### src/rtl/sc_busarb_pkg.sv
// Shared definitions for the bus arbiter: FSM state encoding and a
// constant clog2 helper used to size the hold counter and pointers.
package sc_busarb_pkg;

    typedef enum logic {
        ST_IDLE  = 1'b0,
        ST_GRANT = 1'b1
    } busArbState_t;

    // Ceiling log2 for elaboration-time sizing; returns 0 for value <= 1.
    function automatic int clog2(input int value);
        int res;
        int rem;
        res = 0;
        rem = value - 1;
        while (rem > 0) begin
            res = res + 1;
            rem = rem >> 1;
        end
        return res;
    endfunction

endpackage

### src/rtl/sc_busarb_rr_pick.sv
// Combinational round-robin picker: first request at or above startPtr,
// wrapping to index 0, ignoring any source set in excludeMask.
module sc_busarb_rr_pick #(
    parameter int NUM_SRC = 4,
    parameter int PTR_W   = 2
) (
    input  logic [NUM_SRC-1:0] reqVec,
    input  logic [PTR_W-1:0]   startPtr,
    input  logic [NUM_SRC-1:0] excludeMask,
    output logic [NUM_SRC-1:0] nextOneHot,
    output logic               found
);

    logic [NUM_SRC-1:0] cand_s;

    assign cand_s = reqVec & ~excludeMask;

    // Two passes: first the upper segment from startPtr, then the wrapped lower segment.
    always_comb begin : pick_blk
        logic hit;
        nextOneHot = {NUM_SRC{1'b0}};
        found      = 1'b0;
        hit        = 1'b0;
        for (int j = 0; j < NUM_SRC; j++) begin
            hit           = !found && cand_s[j] && (j >= int'(startPtr));
            nextOneHot[j] = hit;
            found         = found | hit;
        end
        for (int j = 0; j < NUM_SRC; j++) begin
            hit           = !found && cand_s[j] && (j < int'(startPtr));
            nextOneHot[j] = nextOneHot[j] | hit;
            found         = found | hit;
        end
    end

endmodule

### src/rtl/sc_bus_arbiter.sv
// Round-robin bus arbiter with registered grant, valid and bus data.
// A source keeps the bus for at most HOLD_MAX cycles while others wait.
// Optional feature macro: SC_BUSARB_PREEMPT_EN (source 0 preempts any owner).
module sc_bus_arbiter
    import sc_busarb_pkg::*;
#(
    parameter int DATAWIDTH_BUS = 32,
    parameter int NUM_SRC       = 4,
    parameter int HOLD_MAX      = 4
) (
    input  logic                             SC_BUSARB_CLOCK_50,
    input  logic                             SC_BUSARB_RESET_InLow,
    input  logic [NUM_SRC-1:0]               SC_BUSARB_Req_In,
    input  logic [NUM_SRC*DATAWIDTH_BUS-1:0] SC_BUSARB_Data_In,
    output logic [NUM_SRC-1:0]               SC_BUSARB_Grant_Out,
    output logic                             SC_BUSARB_Valid_Out,
    output logic [DATAWIDTH_BUS-1:0]         SC_BUSARB_DataBUS_Out
);

    localparam int PTR_W  = (clog2(NUM_SRC) < 1) ? 1 : clog2(NUM_SRC);
    localparam int HOLD_W = clog2(HOLD_MAX + 1);

    localparam logic [HOLD_W-1:0] HOLD_MAX_C = HOLD_W'(HOLD_MAX);
    localparam logic [HOLD_W-1:0] HOLD_ONE   = HOLD_W'(1);
    localparam logic [HOLD_W-1:0] HOLD_ZERO  = HOLD_W'(0);
    localparam logic [PTR_W-1:0]  LAST_IDX   = PTR_W'(NUM_SRC - 1);
    localparam logic [PTR_W-1:0]  PTR_ZERO   = PTR_W'(0);
    localparam logic [PTR_W-1:0]  PTR_ONE    = PTR_W'(1);

    busArbState_t              state_r, stateNext_s;
    logic [NUM_SRC-1:0]        grant_r, grantNext_s;
    logic [PTR_W-1:0]          owner_r, ownerNext_s;
    logic [PTR_W-1:0]          ptr_r, ptrNext_s;
    logic [HOLD_W-1:0]         hold_r, holdNext_s;
    logic                      valid_r, validNext_s;
    logic [DATAWIDTH_BUS-1:0]  data_r, dataNext_s;

    logic [PTR_W-1:0]          ownerPlusOne_s;
    logic [PTR_W-1:0]          pickPtr_s;
    logic [NUM_SRC-1:0]        pickExcl_s;
    logic [NUM_SRC-1:0]        pickOneHot_s;
    logic                      pickFound_s;
    logic [PTR_W-1:0]          pickIdx_s;
    logic                      ownerReq_s;
    logic                      otherReq_s;
    logic                      preemptHit_s;

`ifdef SC_BUSARB_PREEMPT_EN
    assign preemptHit_s = SC_BUSARB_Req_In[0] & ~grant_r[0];
`else
    assign preemptHit_s = 1'b0;
`endif

    // Search origin: after the current owner while granted, else from the round-robin pointer.
    always_comb begin
        ownerPlusOne_s = (owner_r == LAST_IDX) ? PTR_ZERO : owner_r + PTR_ONE;
        ownerReq_s     = |(SC_BUSARB_Req_In & grant_r);
        otherReq_s     = |(SC_BUSARB_Req_In & ~grant_r);
        if (state_r == ST_GRANT) begin
            pickPtr_s  = ownerPlusOne_s;
            pickExcl_s = grant_r;
        end else begin
            pickPtr_s  = ptr_r;
            pickExcl_s = {NUM_SRC{1'b0}};
        end
    end

    sc_busarb_rr_pick #(
        .NUM_SRC (NUM_SRC),
        .PTR_W   (PTR_W)
    ) u_rrPick (
        .reqVec      (SC_BUSARB_Req_In),
        .startPtr    (pickPtr_s),
        .excludeMask (pickExcl_s),
        .nextOneHot  (pickOneHot_s),
        .found       (pickFound_s)
    );

    // Encode the picker's one-hot result into an index (at most one bit is set).
    always_comb begin
        pickIdx_s = PTR_ZERO;
        for (int j = 0; j < NUM_SRC; j++) begin
            pickIdx_s = pickIdx_s | (pickOneHot_s[j] ? PTR_W'(j) : PTR_ZERO);
        end
    end

    // Next-state, grant, pointer and hold-counter decisions.
    always_comb begin
        stateNext_s = state_r;
        grantNext_s = grant_r;
        ownerNext_s = owner_r;
        ptrNext_s   = ptr_r;
        holdNext_s  = hold_r;
        case (state_r)
            ST_IDLE: begin
                if (pickFound_s) begin
                    stateNext_s = ST_GRANT;
                    grantNext_s = pickOneHot_s;
                    ownerNext_s = pickIdx_s;
                    holdNext_s  = HOLD_ONE;
                end else begin
                    stateNext_s = ST_IDLE;
                    grantNext_s = {NUM_SRC{1'b0}};
                    holdNext_s  = HOLD_ZERO;
                end
            end
            ST_GRANT: begin
                if (preemptHit_s) begin
                    // High-priority source takes over; pointer left untouched.
                    grantNext_s = {{(NUM_SRC-1){1'b0}}, 1'b1};
                    ownerNext_s = PTR_ZERO;
                    holdNext_s  = HOLD_ONE;
                end else if (!ownerReq_s) begin
                    ptrNext_s = ownerPlusOne_s;
                    if (pickFound_s) begin
                        grantNext_s = pickOneHot_s;
                        ownerNext_s = pickIdx_s;
                        holdNext_s  = HOLD_ONE;
                    end else begin
                        stateNext_s = ST_IDLE;
                        grantNext_s = {NUM_SRC{1'b0}};
                        holdNext_s  = HOLD_ZERO;
                    end
                end else if (!otherReq_s) begin
                    holdNext_s = (hold_r < HOLD_MAX_C) ? hold_r + HOLD_ONE : HOLD_MAX_C;
                end else if (hold_r < HOLD_MAX_C) begin
                    holdNext_s = hold_r + HOLD_ONE;
                end else begin
                    // Hold budget spent with others waiting: hand over, owner excluded.
                    grantNext_s = pickOneHot_s;
                    ownerNext_s = pickIdx_s;
                    ptrNext_s   = ownerPlusOne_s;
                    holdNext_s  = HOLD_ONE;
                end
            end
            default: begin
                stateNext_s = ST_IDLE;
                grantNext_s = {NUM_SRC{1'b0}};
                ownerNext_s = PTR_ZERO;
                ptrNext_s   = PTR_ZERO;
                holdNext_s  = HOLD_ZERO;
            end
        endcase
    end

    // Bus word of the next owner; the last word is held while no one is granted.
    always_comb begin
        validNext_s = (stateNext_s == ST_GRANT);
        dataNext_s  = data_r;
        if (validNext_s) begin
            dataNext_s = {DATAWIDTH_BUS{1'b0}};
            for (int j = 0; j < NUM_SRC; j++) begin
                dataNext_s = dataNext_s |
                    (SC_BUSARB_Data_In[j*DATAWIDTH_BUS +: DATAWIDTH_BUS] & {DATAWIDTH_BUS{grantNext_s[j]}});
            end
        end else begin
            dataNext_s = data_r;
        end
    end

    // State, pointer, counter and registered outputs.
    always_ff @(posedge SC_BUSARB_CLOCK_50 or negedge SC_BUSARB_RESET_InLow) begin
        if (!SC_BUSARB_RESET_InLow) begin
            state_r <= ST_IDLE;
            grant_r <= {NUM_SRC{1'b0}};
            owner_r <= PTR_ZERO;
            ptr_r   <= PTR_ZERO;
            hold_r  <= HOLD_ZERO;
            valid_r <= 1'b0;
            data_r  <= {DATAWIDTH_BUS{1'b0}};
        end else begin
            state_r <= stateNext_s;
            grant_r <= grantNext_s;
            owner_r <= ownerNext_s;
            ptr_r   <= ptrNext_s;
            hold_r  <= holdNext_s;
            valid_r <= validNext_s;
            data_r  <= dataNext_s;
        end
    end

    assign SC_BUSARB_Grant_Out   = grant_r;
    assign SC_BUSARB_Valid_Out   = valid_r;
    assign SC_BUSARB_DataBUS_Out = data_r;

endmodule

### config.mk
export PLATFORM = sky130hd
export DESIGN_NAME = sc_bus_arbiter
export DESIGN_NICKNAME = d
export VERILOG_FILES = /design/src/rtl/sc_busarb_pkg.sv /design/src/rtl/sc_busarb_rr_pick.sv /design/src/rtl/sc_bus_arbiter.sv
export SDC_FILE = /design/constraint.sdc
export NUM_CORES = 1
export LEC_CHECK = 0
export ABC_AREA = 0
export BUFFER_PORTS_ARGS = -buffer_cell sky130_fd_sc_hd__buf_2
export CAP_MARGIN = 10
export CORE_UTILIZATION = 49
export DETAILED_ROUTE_END_ITERATION = 16
export HOLD_SLACK_MARGIN = 0.08
export PLACE_DENSITY = 0.87
export REMOVE_ABC_BUFFERS = 1
export SLEW_MARGIN = 20
export SYNTH_ARGS = -nofsm -noshare
export SYNTH_HDL_FRONTEND = slang
export SYNTH_SLANG_ARGS = --single-unit
export TNS_END_PERCENT = 5
### constraint.sdc
create_clock -name SC_BUSARB_CLOCK_50 -period 6.73 [get_ports SC_BUSARB_CLOCK_50]
set_clock_uncertainty 0.05 [all_clocks]
set_input_delay 0.673 -clock SC_BUSARB_CLOCK_50 [delete_from_list [all_inputs] [get_ports SC_BUSARB_CLOCK_50]]
set_output_delay 0.673 -clock SC_BUSARB_CLOCK_50 [all_outputs]
set_load 0.01 [all_outputs]
==> results.cfg <==
[status]
status = finished, final reports clean

[cells_and_area]
multi_input_gate_area_in_the_final_layout_um2 = 1870
register_area_um2 = 1100
num-fill-cells = 524
post-route-cell-area_um2 = 4050
fraction_of_layout_cells_with_a_size_suffix_above_1_pct = 53.0
diodes = 0
fin_nets = 623
post_synthesis_to_final_layout_area_growth_pct = 29.4

[synth]
synth_sequential_area_ratio_pct = 35.2
synthesis.instances = 333
ys_async_sr_fraction_pct = 100
avg_inst_size_synth_um2 = 9.39
synth_seq_cells = 44
synth_enable_flop_cells = 0
ys_dominant_reg_cell = sky130_fd_sc_hd__dfrtp_1
syn_area_um2 = 3130
synth-warning-count = 0
netlist-cell-type-count = 48

[floorplanning]
dieWidth_um = 81.9
placement_rows = 28
start_util_pct = 51.9
ios = 171
core_outline_area_um2 = 6030
dieHeight_um = 81.9
die_area_um2 = 6710

[clock_network]
cts_tree = built
hold_fix_buffers_cts = 0
clock_tree.buffer_depth = 2
ctsHtreeMaxLevel = 2
clock_insertion_delay_worst_skew_ns = 0.29
clkSinkCount = 44
post_cts_resize_count = 0
cts_root_buffer = sky130_fd_sc_hd__clkbuf_8
post_cts_buffers = 0
clkTransAtPathRegs_ns = 0.09
cts_buffers = 5

[place]
placed_area_um2 = 3940
port_buffers = 170
dp_hpwl_um = 6790
weighted_congestion_at_the_end_of_routability_driven_global_placement = 0.959

[timing]
timing.max_slew.rel_slack_pct = 31.3
worst_pin_slew_ns = 1.03
hold_viol = 0
rsz0062_at_grt = no
report.final.slew_viol_count = 0
fin_crit_sh_pct = 44.0
timing.final.crit_period_ns = 2.96
maxClockFrequency_mhz = 338
setup_tns_ns = 0
report.final.setup_viol = 0

[grt]
grt_first_pass_wirelength_um = 14900
grt_pass1_vias = 3232
grt_max_degree = 45
track_usage_pct = 28.9
grt_remaining_overflow = 0
antenna_found_initial = 0

[detailed_routing]
route.antenna.remaining_nets = 0
number_of_drc_violations_after_detailed_routing_iteration_0 = 212
detail_route.wl_per_cell_um = 17.3
totalWireLength_um = 9720
drt_pass1_iterations = 5
drc = 0
avgViaCountPerCell = 6.03
via_count = 3391

[setup_path]
reg2reg_depth = 7
critPathCaptureType = flop
critical_path.max_stage_delay_ns = 0.71
cp-start-kind = flop
critical_path.slowest_cell = sky130_fd_sc_hd__dfrtp_1
crit_path_max_fanout = 21
critical_path_buf_inv_count = 1
crit_path_cell_trace = o21ba_1, nor3_1, nand3_1, a211oi_4, buf_4, o21ai_0, a41oi_2
crit_path_dat_ns = 3.12
required_ns = 6.89
timing.critical_path.depth = 7
crit_type = flop to flop
cpLargestDelayFamily = compound AO/OA/AOI/OAI gates

[power]
vdd.ir_drop.worst_mv = 0.356
total_leakage_power_nw = 1.78
cellPowerDensity_nw_per_um2 = 472

[hold_path]
hold_class = input port to asynchronous set/reset pin

[run]
cap_viol_max_count = 0
## state kept, by name (all words and copies together), names as in the netlist
signal and cells:
SC_BUSARB_Grant_Out 4, SC_BUSARB_Valid_Out 1, owner_r 2, ptr_r 2, SC_BUSARB_DataBUS_Out 32, hold_r 3
## cells in the final DEF, fill, tap and decap left out, types with 2 or more instances in the layout
| master | instances |
|---|---|
| sky130_fd_sc_hd__clkbuf_8 | 7 |
| sky130_fd_sc_hd__a41oi_1 | 3 |
| sky130_fd_sc_hd__nand2_1 | 39 |
| sky130_fd_sc_hd__nor3b_1 | 2 |
| sky130_fd_sc_hd__a32oi_1 | 2 |
| sky130_fd_sc_hd__a22o_1 | 2 |
| sky130_fd_sc_hd__o21a_1 | 2 |
| sky130_fd_sc_hd__nor2b_2 | 2 |
| sky130_fd_sc_hd__a211oi_4 | 2 |
| sky130_fd_sc_hd__a41oi_2 | 29 |
| sky130_fd_sc_hd__o31ai_1 | 2 |
| sky130_fd_sc_hd__o21ai_1 | 2 |
| sky130_fd_sc_hd__nor3_1 | 3 |
| sky130_fd_sc_hd__buf_2 | 169 |
| sky130_fd_sc_hd__a21oi_1 | 6 |
| sky130_fd_sc_hd__nand3_1 | 2 |
| sky130_fd_sc_hd__o21ai_0 | 67 |
| sky130_fd_sc_hd__a21oi_2 | 29 |
| sky130_fd_sc_hd__nor2b_1 | 2 |
| sky130_fd_sc_hd__buf_4 | 4 |
| sky130_fd_sc_hd__dfrtp_1 | 44 |
| sky130_fd_sc_hd__or2_2 | 4 |
| sky130_fd_sc_hd__ha_1 | 2 |
| sky130_fd_sc_hd__nor2_1 | 37 |
## cell families (layout without fill, tap and decap cells)
group                      after synthesis  after routing  synth area share, %
adders and majority gates                2              2                0.800
muxes                                    2              2                0.840
buffers and inverters                   28            182                 5.68
DFF                                     44             44                 35.2
and+or+nand+nor                        101            101                 15.2
AOI/OAI and AO/OA                      156            156                 42.3
## cell usage after synthesis, types with 2 or more instances
cell type,instances,share of area [%]
sky130_fd_sc_hd__buf_2,7,1.1
sky130_fd_sc_hd__o21a_1,2,0.48
sky130_fd_sc_hd__a41oi_1,3,0.84
sky130_fd_sc_hd__a41oi_2,29,15
sky130_fd_sc_hd__nor2b_2,2,0.56
sky130_fd_sc_hd__clkbuf_1,11,1.3
sky130_fd_sc_hd__nor3b_1,2,0.48
sky130_fd_sc_hd__o21ai_1,2,0.32
sky130_fd_sc_hd__a21oi_1,6,0.96
sky130_fd_sc_hd__nor3_1,3,0.48
sky130_fd_sc_hd__nand3_1,2,0.32
sky130_fd_sc_hd__a211oi_2,2,0.80
sky130_fd_sc_hd__ha_1,2,0.80
sky130_fd_sc_hd__dfrtp_1,44,35
sky130_fd_sc_hd__nand2_1,39,4.7
sky130_fd_sc_hd__o31ai_1,2,0.48
sky130_fd_sc_hd__nor2b_1,2,0.40
sky130_fd_sc_hd__or2_2,4,0.80
sky130_fd_sc_hd__buf_12,3,1.9
sky130_fd_sc_hd__nor2_1,37,4.4
sky130_fd_sc_hd__buf_4,4,0.96
sky130_fd_sc_hd__a32oi_1,2,0.56
sky130_fd_sc_hd__and3_1,2,0.40
sky130_fd_sc_hd__buf_1,2,0.24
sky130_fd_sc_hd__o21ai_0,67,11
sky130_fd_sc_hd__a21oi_2,29,8.1
sky130_fd_sc_hd__a22o_1,2,0.56
## where the power goes
part / total [mW] / internal (mW) / switching, mW / leakage (nW)
logic: 1.23 / 0.518 / 0.716 / 1.19
registers: 0.495 / 0.403 / 0.0917 / 0.539
clock network: 0.182 / 0.0916 / 0.0900 / 0.0503
## path summary, 6_finish.rpt
check,start,to,slack (ns)
max,SC_BUSARB_Valid_Out$_DFF_PN0_,SC_BUSARB_DataBUS_Out[2]$_DFFE_PN0P_,3.77
min,SC_BUSARB_RESET_InLow,SC_BUSARB_Grant_Out[0]$_DFF_PN0_,0.32
max reg2reg,SC_BUSARB_Valid_Out$_DFF_PN0_,SC_BUSARB_DataBUS_Out[2]$_DFFE_PN0P_,3.77
min reg2reg,ptr_r[0]$_DFFE_PN0P_,ptr_r[0]$_DFFE_PN0P_,0.47
max in group asynchronous,SC_BUSARB_RESET_InLow,SC_BUSARB_DataBUS_Out[24]$_DFFE_PN0P_,5.90
min in group SC_BUSARB_CLOCK_50,ptr_r[0]$_DFFE_PN0P_,ptr_r[0]$_DFFE_PN0P_,0.47
## area by class of cell
cell class / count / share of cell area (%)
clock buffer: 7 / 2.38
multi-input combinational: 261 / 46.1
tap: 75 / 2.32
inverter: 1 / 0.0927
sequential: 44 / 27.2
timing repair buffer: 174 / 21.9
## worst register-to-register path: stages (launching register included)
cell and delay [ns]:
sky130_fd_sc_hd__dfrtp_1 0.71, sky130_fd_sc_hd__o21ba_1 0.23, sky130_fd_sc_hd__nor3_1 0.32, sky130_fd_sc_hd__nand3_1 0.24
sky130_fd_sc_hd__a211oi_4 0.63, sky130_fd_sc_hd__buf_4 0.37, sky130_fd_sc_hd__o21ai_0 0.15, sky130_fd_sc_hd__a41oi_2 0.19
## metal layers
metal	wire length (um)	part of all wire, %	GRT usage, %
met1	3790	39	33.3
met2	4980	51	52.8
met3	792	8.1	6.33
met4	157	1.6	8.42
met5	0	0	0
## stage by stage
stage	util, %	worst slack, ns	hold WS [ns]	std cells	total power, mW
CTS	66.9	3.58	0.467	561	1.90
detailed placement	65.3	3.55	0.446	554	1.72
finish	67.2	3.77	0.324	562	1.91
floorplan	-	3.09	0.327	306	1.33
global route	67.2	3.62	0.371	562	2.05
global placement	65.3	3.62	0.446	554	1.67
(Power assumes the default switching activity.)
